$ cat config.mk
export PLATFORM = sky130hd
export DESIGN_NAME = afe_att_spi_shifter_flat
export DESIGN_NICKNAME = d
export VERILOG_FILES = /design/src/rtl/afe_att_spi_shifter_if.sv /design/src/rtl/afe_att_spi_shifter.sv /design/src/flat_wrapper.sv
export SDC_FILE = /design/constraint.sdc
export NUM_CORES = 1
export LEC_CHECK = 0
export BUFFER_PORTS_ARGS = -buffer_cell sky130_fd_sc_hd__buf_2
export CAP_MARGIN = 5
export CORE_AREA = 4 4 50 61
export DETAILED_ROUTE_END_ITERATION = 10
export DIE_AREA = 0 0 54 65
export PLACE_DENSITY = 0.76
export SYNTH_ARGS = -nofsm -noshare
export SYNTH_HDL_FRONTEND = slang
export SYNTH_SLANG_ARGS = --single-unit
$ cat constraint.sdc
create_clock -name sysClk -period 2.95 [get_ports sysClk]
set_input_delay 0.295 -clock sysClk [delete_from_list [all_inputs] [get_ports sysClk]]
set_output_delay 0.295 -clock sysClk [all_outputs]
set_load 0.005 [all_outputs]
$ cat src/rtl/afe_att_spi_shifter_if.sv
// afe_att_spi_shifter_if: CSR handshake and AFE SPI pins of one attenuator shifter.
// The master side is software/CSR logic; the slave side is the shifter itself.
interface afe_att_spi_shifter_if #(parameter int WIDTH = 8);
   logic             start;
   logic [WIDTH-1:0] data;
   logic             busy;
   logic             done;
   logic [WIDTH-1:0] lastValue;
   logic             SPI_CLK;
   logic             SPI_SDI;
   logic             SPI_LE;
   modport master (output start, data, input busy, done, lastValue, SPI_CLK, SPI_SDI, SPI_LE);
   modport slave  (input start, data, output busy, done, lastValue, SPI_CLK, SPI_SDI, SPI_LE);
endinterface

$ cat src/rtl/afe_att_spi_shifter.sv
// afe_att_spi_shifter: shifts one attenuator word MSB-first on SPI_CLK/SPI_SDI, then pulses SPI_LE.
// Define AFE_ATT_SPI_SKIP_UNCHANGED_EN to skip rewriting a word equal to the last latched one.
module afe_att_spi_shifter #(
   parameter int CLK_RATE = 99999001,
   parameter int SPI_RATE = 10000000,
   parameter int WIDTH    = 8
) (
   input logic                  sysClk,
   input logic                  sysReset,
   afe_att_spi_shifter_if.slave bus
);
   localparam int DIV_C = (CLK_RATE + 2*SPI_RATE - 1) / (2*SPI_RATE);
   localparam int DIV   = DIV_C < 1 ? 1 : DIV_C;
   localparam int CW    = DIV > 1 ? $clog2(DIV) : 1;
   localparam int IW    = WIDTH > 1 ? $clog2(WIDTH) : 1;
   typedef enum logic [2:0] {IDLE, BIT_LOW, BIT_HIGH, LE_SETUP, LE_HIGH} state_t;
   state_t           state;
   logic [CW-1:0]    cnt;
   logic [IW-1:0]    idx;
   logic [WIDTH-1:0] sh;
   logic             last_tick;
   logic             skip;
   assign last_tick = cnt == CW'(DIV-1);
`ifdef AFE_ATT_SPI_SKIP_UNCHANGED_EN
   logic valid;
   assign skip = valid && bus.data == bus.lastValue;
`else
   assign skip = 1'b0;
`endif
   always_ff @(posedge sysClk) begin
      if (sysReset) begin
         state         <= IDLE;
         cnt           <= '0;
         idx           <= '0;
         sh            <= '0;
         bus.busy      <= 1'b0;
         bus.done      <= 1'b0;
         bus.lastValue <= '0;
         bus.SPI_CLK   <= 1'b0;
         bus.SPI_SDI   <= 1'b0;
         bus.SPI_LE    <= 1'b0;
`ifdef AFE_ATT_SPI_SKIP_UNCHANGED_EN
         valid         <= 1'b0;
`endif
      end else begin
         bus.done <= 1'b0;
         // half-period counter free-runs inside every timed state and wraps on its last tick
         cnt <= (state == IDLE || last_tick) ? '0 : cnt + CW'(1);
         case (state)
            IDLE: if (bus.start) begin
               if (skip) bus.done <= 1'b1;
               else begin
                  sh          <= bus.data;
                  idx         <= IW'(WIDTH-1);
                  bus.busy    <= 1'b1;
                  bus.SPI_CLK <= 1'b0;
                  bus.SPI_SDI <= bus.data[WIDTH-1];
                  state       <= BIT_LOW;
               end
            end
            BIT_LOW: if (last_tick) begin
               bus.SPI_CLK <= 1'b1;
               state       <= BIT_HIGH;
            end
            BIT_HIGH: if (last_tick) begin
               bus.SPI_CLK <= 1'b0;
               if (idx == '0) begin
                  bus.SPI_SDI <= 1'b0;
                  state       <= LE_SETUP;
               end else begin
                  idx         <= idx - IW'(1);
                  bus.SPI_SDI <= sh[idx - IW'(1)];
                  state       <= BIT_LOW;
               end
            end
            LE_SETUP: if (last_tick) begin
               bus.SPI_LE <= 1'b1;
               state      <= LE_HIGH;
            end
            LE_HIGH: if (last_tick) begin
               bus.SPI_LE    <= 1'b0;
               bus.busy      <= 1'b0;
               bus.done      <= 1'b1;
               bus.lastValue <= sh;
`ifdef AFE_ATT_SPI_SKIP_UNCHANGED_EN
               valid         <= 1'b1;
`endif
               state         <= IDLE;
            end
            default: state <= IDLE;
         endcase
      end
   end
endmodule
$ cat src/flat_wrapper.sv
// flat-port wrapper written by rule: the top's interface ports become plain ports
module afe_att_spi_shifter_flat 
#(
   parameter int CLK_RATE = 99999001,
   parameter int SPI_RATE = 10000000,
   parameter int WIDTH    = 8
)
  (sysClk, sysReset, bus_start, bus_data, bus_busy, bus_done, bus_lastValue, bus_SPI_CLK, bus_SPI_SDI, bus_SPI_LE);
  afe_att_spi_shifter_if #(.WIDTH(WIDTH)) bus_i ();
  input logic sysClk;
  input logic sysReset;
  input wire logic [$bits(bus_i.start)-1:0] bus_start;
  input wire logic [$bits(bus_i.data)-1:0] bus_data;
  output wire logic [$bits(bus_i.busy)-1:0] bus_busy;
  output wire logic [$bits(bus_i.done)-1:0] bus_done;
  output wire logic [$bits(bus_i.lastValue)-1:0] bus_lastValue;
  output wire logic [$bits(bus_i.SPI_CLK)-1:0] bus_SPI_CLK;
  output wire logic [$bits(bus_i.SPI_SDI)-1:0] bus_SPI_SDI;
  output wire logic [$bits(bus_i.SPI_LE)-1:0] bus_SPI_LE;
  assign bus_i.start = bus_start;
  assign bus_i.data = bus_data;
  assign bus_busy = bus_i.busy;
  assign bus_done = bus_i.done;
  assign bus_lastValue = bus_i.lastValue;
  assign bus_SPI_CLK = bus_i.SPI_CLK;
  assign bus_SPI_SDI = bus_i.SPI_SDI;
  assign bus_SPI_LE = bus_i.SPI_LE;
  afe_att_spi_shifter #(.CLK_RATE(CLK_RATE), .SPI_RATE(SPI_RATE), .WIDTH(WIDTH)) u_core (.sysClk(sysClk), .sysReset(sysReset), .bus(bus_i));
endmodule
==> run_results.csv, run 1 <==
group,metric,value,unit
die,die_height,65,um
logic_synthesis,yosysWarnings,0,
final_layout,drive_above_1_share,21.0,%
clocking,clkTransAtPathRegs,0.10,ns
final_layout,syn_to_final_growth,12.7,%
logic_synthesis,netlist_instances,146,
clocking,cts_sinks,30,
die,die_w,54,um
place,port_buffers,23,
logic_synthesis,ys_async_sr_fraction,0,%
timing,worst_pin_slew,0.552,ns
routing,drc_errors,0,
timing,setup_slack,0.975,ns
logic_synthesis,synth_edf_count,0,
clocking,cts_hold_buf,0,
timing,clock_skew,0.00606,ns
power_and_ir_drop,total_power,836,uW
hold_path,hold_path.class,"primary input to flip-flop",
logic_synthesis,syn_nets,161,
logic_synthesis,synth-seq-cells,30,
routing,detail_route.iter0.violations,21,
logic_synthesis,synth_area_leaders,"dfxtp_1 46%, nor2_1 6.3%, mux2i_1 6.1%",
setup_path,critPathMaxFanout,3,
setup_path,critPathRequiredTime,3.17,ns
setup_path,endpoint_kind,"flip-flop",
power_and_ir_drop,ir_drop,0.507,mV
logic_synthesis,synth_ff_type,"dfxtp_1",
place,dp_hpwl,1.91,mm
timing,rsz0062_at_grt,"no",
outcome,status,"finished, final reports clean",
final_layout,fin_nets,181,
die,start_util,52.9,%
timing,relSlewSlack,63.1,%
logic_synthesis,yosysMostFrequentCell,"dfxtp_1",
clocking,insertion_delay,0.33,ns
flow_run,drv_cap,0,
clocking,ctsResizeCount,0,
grt,grt_max_degree,29,
grt,grt_use_total,19.0,%
die,dieArea,3510,um2
routing,firstDrtPassIters,4,
clocking,postCtsSetupBuffers,0,
final_layout,fin_util,59.6,%
timing,fin_tns_setup,0,ns
logic_synthesis,synth_cell_types,34,
routing,vias,1074,
timing,hold_violations,0,
clocking,root_buffer,"clkbuf_4",
routing,ant_nets,0,
timing,fmax,0.506,GHz
place,place_area,1400,um2
logic_synthesis,synth_top_area_share,45.8,%
setup_path,worstPathArrival,2.19,ns
die,core,2480,um2
logic_synthesis,synthesis.area,1310,um2
routing,vias_per_cell,5.37,
die,num_rows,20,
timing,setup-violations-final,0,
grt,grt_pass1_wl,4.75,mm
setup_path,critical_path_class,"flip-flop to flip-flop",
logic_synthesis,syn_area_per_cell,8.98,um2
die,num_io_pins,24,
logic_synthesis,synth_common_cells,"30 x dfxtp_1, 22 x nor2_1, 18 x nand2_1",
clocking,cts_tree,"done",
setup_path,critPathLaunchType,"flip-flop",
place,place_congestion,0.784,
logic_synthesis,ys_seq_area_share,45.8,%
timing,final.period_utilization,67.0,%
logic_synthesis,yosysTopAreaCell,"dfxtp_1",
routing,wl,2.65,mm
final_layout,diodes,0,
final_layout,design_area,1480,um2
grt,grt_overflow,0,
timing,final.min_clock_period,1.98,ns
clocking,cts_made_buffers,5,
grt,grt_pass1_vias,1073,
clocking,htree_num_levels,2,
grt,antenna_found_initial,0,
place,place_ws,0.987,ns
power_and_ir_drop,leakage,0.682,nW
clocking,clk_path_buf_depth,2,
routing,avgRoutedWirePerCell,13.3,um
timing,slew_violations,0,
power_and_ir_drop,power_per_cell_area,566,nW/um2
-- cell usage in the layout, fill, tap and decap left out, types with 4 or more instances in the layout --
cell type  instances
o21ai_0            4
buf_2             23
inv_1              8
nor2_1            22
clkbuf_4           5
dfxtp_1           30
a21oi_1           10
ha_1               4
mux2i_1            8
nand2_1           18
-- metrics by stage --
stage,hold WS [ns],std cells
2_1_floorplan,0.417,146
3_3_place_gp,0.432,192
3_5_place_dp,0.456,192
5_1_grt,0.170,200
4_1_cts,0.167,200
6_report,0.189,200
-- layer usage --
layer | vias up | share of wire [%] | GRT usage (%)
li1 | 534 | - | -
met3 | 7 | 6.4 | 7.13
met1 | 501 | 41 | 21.0
met2 | 32 | 50 | 30.0
met5 | - | 0 | 0
met4 | 0 | 2.3 | 11.2
-- final timing paths --
check	startpoint	slack (ns)	depth (start not counted)	end
worst max-delay path	u_core.idx[0]$_SDFFE_PP0P_	0.97	6	u_core.bus.SPI_SDI$_SDFFE_PP0P_
worst min-delay path	bus_data[3]	0.19	3	u_core.sh[3]$_SDFFE_PP0P_
worst max register to register	u_core.idx[0]$_SDFFE_PP0P_	0.97	6	u_core.bus.SPI_SDI$_SDFFE_PP0P_
worst min register to register	u_core.cnt[0]$_SDFF_PP0_	0.47	1	u_core.cnt[0]$_SDFF_PP0_
-- critical path: stages (launching register included) --
cell	delay, ns
dfxtp_1	0.36
inv_1	0.09
ha_1	0.21
ha_1	0.35
mux4_2	0.52
o2111ai_1	0.23
a31oi_1	0.11
-- flip-flops by register name, indices dropped and copies added (netlist names) --
signal	cells
u_core.bus.busy	1
u_core.idx	3
u_core.bus.SPI_CLK	1
u_core.bus.done	1
u_core.bus.SPI_LE	1
u_core.state	3
u_core.bus.lastValue	8
u_core.sh	8
u_core.bus.SPI_SDI	1
u_core.cnt	3
-- logic make-up after synthesis --
logic type,count (synthesis),share of synthesized area [%]
compound gates,28,13.7
xor+xnor,2,1.34
fa+ha+maj,4,3.82
buf+inv,18,7.44
flops,30,45.8
mux,10,9.54
simple gates,54,18.3
-- where the power goes --
| part | switching, mW | internal (mW) |
|---|---|---|
| clock | 0.143 | 0.175 |
| sequential | 0.0124 | 0.421 |
| combinational | 0.0447 | 0.0389 |
-- layout make-up --
type,instances,area (um2)
well taps,33,41.3
multi-input cells,98,613
inverters,8,30.0
clock inverters,3,40.0
clock buffers,5,37.5
flip-flops and latches,30,601
fillers,222,1000
repair buffers,23,115
Note: power is estimated with default switching activity, not from simulation.
==> run 2: changes to the inputs <==
--- a/config.mk
+++ b/config.mk
@@ -7,10 +7,10 @@
 export LEC_CHECK = 0
 export BUFFER_PORTS_ARGS = -buffer_cell sky130_fd_sc_hd__buf_2
 export CAP_MARGIN = 5
-export CORE_AREA = 4 4 50 61
+export CORE_AREA = 4 4 51 62
 export DETAILED_ROUTE_END_ITERATION = 10
-export DIE_AREA = 0 0 54 65
-export PLACE_DENSITY = 0.76
+export DIE_AREA = 0 0 55 66
+export PLACE_DENSITY = 0.74
 export SYNTH_ARGS = -nofsm -noshare
 export SYNTH_HDL_FRONTEND = slang
 export SYNTH_SLANG_ARGS = --single-unit
==> constraint.sdc (replaced) <==
create_clock -name sysClk -period 1.9 [get_ports sysClk]
set_input_delay 0.19 -clock sysClk [delete_from_list [all_inputs] [get_ports sysClk]]
set_output_delay 0.19 -clock sysClk [all_outputs]
set_load 0.005 [all_outputs]
==> run 2 against run 1 <==
Compared with the run above:
- hold slack lost 0.10 ns
- cell count is 1.0% higher
- first-iteration DRC count is 24% higher
- critical path type unchanged
- critical endpoint unchanged
==> run_results.csv, run 2 (same netlist as run 1, synthesis figures left out) <==
group,metric,value,unit
outcome,status,"finished, final reports clean",
grt,grt_max_degree,29,
final_layout,layout_common_cells,"29 x dfxtp_1, 23 x buf_2, 22 x nor2_1, 18 x nand2_1, 10 x a21oi_1",
setup_path,timing.rr.end,"u_core.bus.SPI_SDI$_SDFFE_PP0P_",
routing,wl,2.79,mm
clocking,cts_sinks,30,
timing,fin_tns_setup,0,ns
hold_path,whs_path_depth,3,
timing,worst_pin_slew,0.481,ns
grt,grt_pass1_vias,1045,
timing,hold_violations,0,
place,place_congestion,0.779,
die,num_io_pins,24,
grt,grt_pass1_wl,4.69,mm
place,port_buffers,23,
final_layout,final_common_cell,"dfxtp_1",
routing,avgRoutedWirePerCell,13.8,um
timing,final.period_utilization,97.4,%
power_and_ir_drop,ir_drop,0.606,mV
grt,grt_use_total,18.0,%
timing,slew_violations,0,
grt,antenna_found_initial,0,
setup_path,critPathMaxFanout,3,
setup_path,crit-reg2reg-launch,"u_core.idx[0]$_SDFFE_PP0P_",
place,dp_hpwl,1.93,mm
die,start_util,51.9,%
die,num_rows,20,
power_and_ir_drop,leakage,0.681,nW
routing,drc_errors,0,
timing,relSlewSlack,68.0,%
hold_path,hold_path.class,"primary input to flip-flop",
setup_path,critPathRequiredTime,2.12,ns
final_layout,diodes,0,
flow_run,drv_cap,0,
grt,grt_overflow,0,
setup_path,reg2reg_depth,6,
final_layout,design_area,1500,um2
power_and_ir_drop,total_power,1.22,mW
final_layout,fin_nets,183,
power_and_ir_drop,power_per_cell_area,812,nW/um2
die,die_w,55,um
hold_path,min_from,"bus_data[2]",
hold_path,min_to,"u_core.sh[2]$_SDFFE_PP0P_",
clocking,cts_made_buffers,5,
clocking,insertion_delay,0.33,ns
routing,vias_per_cell,5.22,
clocking,postCtsSetupBuffers,0,
clocking,cts_tree,"done",
timing,fmax,0.541,GHz
clocking,root_buffer,"clkbuf_4",
setup_path,critical_path_class,"flip-flop to flip-flop",
routing,firstDrtPassIters,4,
routing,vias,1054,
timing,setup-violations-final,0,
setup_path,endpoint_kind,"flip-flop",
final_layout,top_regs,"u_core.bus.lastValue: 8 flops, u_core.sh: 8 flops",
place,place_area,1420,um2
final_layout,syn_to_final_growth,14.2,%
routing,ant_nets,0,
timing,final.min_clock_period,1.85,ns
die,die_height,66,um
clocking,htree_num_levels,2,
die,core,2530,um2
setup_path,r2r_slack,0.05,ns
routing,detail_route.iter0.violations,26,
setup_path,critPathLaunchType,"flip-flop",
clocking,clk_path_buf_depth,2,
timing,clock_skew,0.00517,ns
final_layout,drive_above_1_share,23.7,%
clocking,clkTransAtPathRegs,0.09,ns
clocking,cts_hold_buf,0,
setup_path,worstPathArrival,2.07,ns
die,dieArea,3630,um2
## run 2: changes by cell type in the layout (fill, tap and decap cells not counted), sizes merged
cell    delta
buf        +2
bufinv     -1
clkbuf     +2
clkinv     -1
## run 2: cell type report
class / instances / area [um2]
Sequential cell: 30 / 602
Tap cell: 33 / 41.3
Multi-Input combinational cell: 98 / 634
Clock buffer: 7 / 55.1
Fill cell: 227 / 1030
Inverter: 8 / 30.0
Timing Repair Buffer: 25 / 130
Clock inverter: 1 / 5.00
## run 2: repair_timing
action / CTS / global route
pin swaps: 0 / 0
resized for setup: 1 / 3
setup endpoints to repair: 1 / 1
## run 2: worst max-delay path by stage
stage / startpoint / to / slack (ns) / cells after the start
after floorplan: u_core.idx[0]$_SDFFE_PP0P_ / u_core.bus.SPI_SDI$_SDFFE_PP0P_ / 0.12 / 6
after global placement: u_core.idx[0]$_SDFFE_PP0P_ / u_core.bus.SPI_SDI$_SDFFE_PP0P_ / 0.08 / 6
after detailed placement: u_core.idx[0]$_SDFFE_PP0P_ / u_core.bus.SPI_SDI$_SDFFE_PP0P_ / -0.004 / 6
after CTS: u_core.idx[0]$_SDFFE_PP0P_ / u_core.bus.SPI_SDI$_SDFFE_PP0P_ / 0.03 / 6
after global routing: u_core.idx[0]$_SDFFE_PP0P_ / u_core.bus.SPI_SDI$_SDFFE_PP0P_ / -0.01 / 6
final: u_core.idx[0]$_SDFFE_PP0P_ / u_core.bus.SPI_SDI$_SDFFE_PP0P_ / 0.05 / 6
## run 2: layer usage
layer	GRT usage, %	share of wire (%)	up-vias
li1	-	-	534
met1	20.7	40	485
met2	30.2	53	27
met3	6.09	5.3	8
met4	6.38	2.2	0
met5	0	0	-
## run 2: through the flow
stage          worst slack [ns]  hold WS, ns  std cells  util, %
4_1_cts                  0.0252       0.0794        202     58.9
5_1_grt                 -0.0140       0.0759        202     59.3
2_1_floorplan             0.124        0.326        146        -
3_3_place_gp             0.0765        0.427        194     56.0
6_report                 0.0499       0.0877        202     59.3
3_5_place_dp           -0.00390        0.435        194     56.0
## run 2: power breakdown
part | switching (mW) | internal [mW]
clock network | 0.216 | 0.179
logic | 0.0766 | 0.0697
registers | 0.0202 | 0.654
## run 2: critical path, stage by stage, from the launching register on
cell and delay, ns:
dfxtp_2 0.35, inv_1 0.08, ha_2 0.22, ha_4 0.29, mux4_2 0.51, o2111ai_2 0.20, a31oi_1 0.10
==> run 3: changes to the inputs <==
--- a/config.mk
+++ b/config.mk
@@ -10,7 +10,7 @@
 export CORE_AREA = 4 4 51 62
 export DETAILED_ROUTE_END_ITERATION = 10
 export DIE_AREA = 0 0 55 66
-export PLACE_DENSITY = 0.74
+export PLACE_DENSITY_LB_ADDON = 0.05
 export SYNTH_ARGS = -nofsm -noshare
 export SYNTH_HDL_FRONTEND = slang
 export SYNTH_SLANG_ARGS = --single-unit
==> run 3 against run 2 <==
Compared with the run above:
- power up 7.4%
- routed wire length down 7.1%
- global-route usage decreased by 0.49 points
- cell count shrank 0.50%
- utilization is 0.099 points higher
- critical endpoint unchanged
- die area is the same
- setup slack better by 0.015 ns
- hold slack better by 0.0029 ns
- sequential power barely moved
==> run_results.csv, run 3 (same netlist as run 1, synthesis figures left out) <==
group,metric,value,unit
place,place_congestion,0.789,
timing,clock_skew,0.00911,ns
grt,grt_use_total,17.5,%
routing,firstDrtPassIters,5,
setup_path,cp_slowest_cell,"mux4_2",
clocking,cts_sinks,30,
clocking,cts_hold_buf,0,
setup_path,critPathMaxFanout,3,
setup_path,critical_path_class,"flip-flop to flip-flop",
die,die_height,66,um
power_and_ir_drop,p_int,998,uW
timing,slew_violations,0,
die,core,2530,um2
place,dpl.cell_count,193,
timing,hold_violations,0,
power_and_ir_drop,ir_drop,0.564,mV
clocking,root_buffer,"clkbuf_4",
setup_path,endpoint_kind,"flip-flop",
clocking,cts_tree,"done",
clocking,clk_path_buf_depth,2,
routing,ant_nets,0,
final_layout,top_regs,"u_core.bus.lastValue: 8 flops, u_core.sh: 8 flops",
final_layout,layout_common_cells,"29 x dfxtp_1, 23 x buf_2, 22 x nor2_1, 18 x nand2_1, 10 x a21oi_1",
routing,wl,2.59,mm
power_and_ir_drop,seqPwrFrac,51.6,%
grt,grt_pass1_vias,1008,
routing,avgRoutedWirePerCell,12.9,um
clocking,cts_made_buffers,5,
power_and_ir_drop,leakage,0.680,nW
clocking,insertion_delay,0.32,ns
grt,antenna_found_initial,0,
clocking,clkTransAtPathRegs,0.10,ns
timing,worst_pin_slew,0.502,ns
setup_path,crit_chain,"inv_1, ha_1, ha_4, mux4_2, o2111ai_1, a31oi_1",
power_and_ir_drop,combPwrFrac,10.5,%
grt,grt_overflow,0,
routing,drc_errors,0,
die,start_util,51.9,%
final_layout,final_common_cell,"dfxtp_1",
die,dieArea,3630,um2
timing,final.min_clock_period,1.83,ns
final_layout,syn_to_final_growth,14.4,%
power_and_ir_drop,power_per_cell_area,871,nW/um2
timing,setup-violations-final,0,
grt,grt_pass1_wl,4.51,mm
setup_path,critPathLaunchType,"flip-flop",
power_and_ir_drop,p_clk_share,37.9,%
final_layout,stdcell_count,201,
routing,vias_per_cell,5.16,
grt,grt_max_degree,29,
place,dp_hpwl,1.83,mm
die,num_io_pins,24,
routing,vias,1037,
timing,relSlewSlack,66.6,%
final_layout,fin_util,59.4,%
place,port_buffers,23,
final_layout,diodes,0,
final_layout,fin_nets,182,
timing,final.period_utilization,96.6,%
power_and_ir_drop,p_switching,308,uW
die,die_w,55,um
die,num_rows,20,
routing,detail_route.iter0.violations,33,
power_and_ir_drop,swShare,23.6,%
setup_path,cpPeakStageDelay,0.49,ns
setup_path,worstPathArrival,2.04,ns
timing,fmax,0.545,GHz
hold_path,hold_path.class,"primary input to flip-flop",
outcome,status,"finished, final reports clean",
setup_path,critPathRequiredTime,2.11,ns
clocking,htree_num_levels,2,
flow_run,drv_cap,0,
final_layout,drive_above_1_share,22.0,%
-- run 3: metal layers --
layer	global-route usage (%)	share of wire [%]
met2	31.1	50
met1	18.2	43
met5	0	0
met3	6.32	5.5
met4	6.38	1.6
-- run 3: repair_timing --
item,in CTS,in global routing
endpoints found under the setup margin,0,1
hold endpoints to repair,0,0
gates resized for setup,0,2
setup buffers,0,0
-- run 3: worst paths after layout --
kind	end	start	slack (ns)	depth (start not counted)
max	u_core.bus.SPI_SDI$_SDFFE_PP0P_	u_core.idx[0]$_SDFFE_PP0P_	0.07	6
max reg2reg	u_core.bus.SPI_SDI$_SDFFE_PP0P_	u_core.idx[0]$_SDFFE_PP0P_	0.07	6
min reg2reg	u_core.idx[0]$_SDFFE_PP0P_	u_core.idx[0]$_SDFFE_PP0P_	0.44	1
min	u_core.sh[0]$_SDFFE_PP0P_	bus_data[0]	0.09	3
-- run 3: critical path: cells and delay by family, from the launching register on --
kind,cells,cell delay [ns]
AOI/OAI and AO/OA,2,0.30
adders and majority gates,2,0.53
DFF,1,0.34
buffers and inverters,1,0.06
muxes,1,0.49
-- run 3: per-stage QoR --
step	setup WS (ns)	TNS, ns	total power [mW]	instance area, um2	hold slack, ns
finish	0.0653	0	1.31	1500	0.0906
detailed placement	0.0388	0	0.817	1410	0.438
global route	-0.00694	-0.00694	1.38	1500	0.0661
floorplan	0.124	0	0.786	1310	0.326
global placement	0.0754	0	0.811	1410	0.431
CTS	0.00837	0	1.32	1490	0.0734
-- run 3: power by group through the flow --
stage | Combinational (mW) | Clock, mW | Sequential [mW]
2_1_floorplan | 0.105 | 0 | 0.681
3_3_place_gp | 0.125 | 0 | 0.687
3_5_place_dp | 0.129 | 0 | 0.688
4_1_cts | 0.130 | 0.512 | 0.674
5_1_grt | 0.157 | 0.549 | 0.678
6_report | 0.137 | 0.495 | 0.673
-- run 3: layout make-up --
class / instances / area [um2]
clock buffers: 6 / 41.3
fillers: 239 / 1030
inverters: 8 / 30.0
flip-flops and latches: 30 / 602
well taps: 33 / 41.3
clock inverters: 2 / 37.5
multi-input cells: 98 / 626
repair buffers: 24 / 123
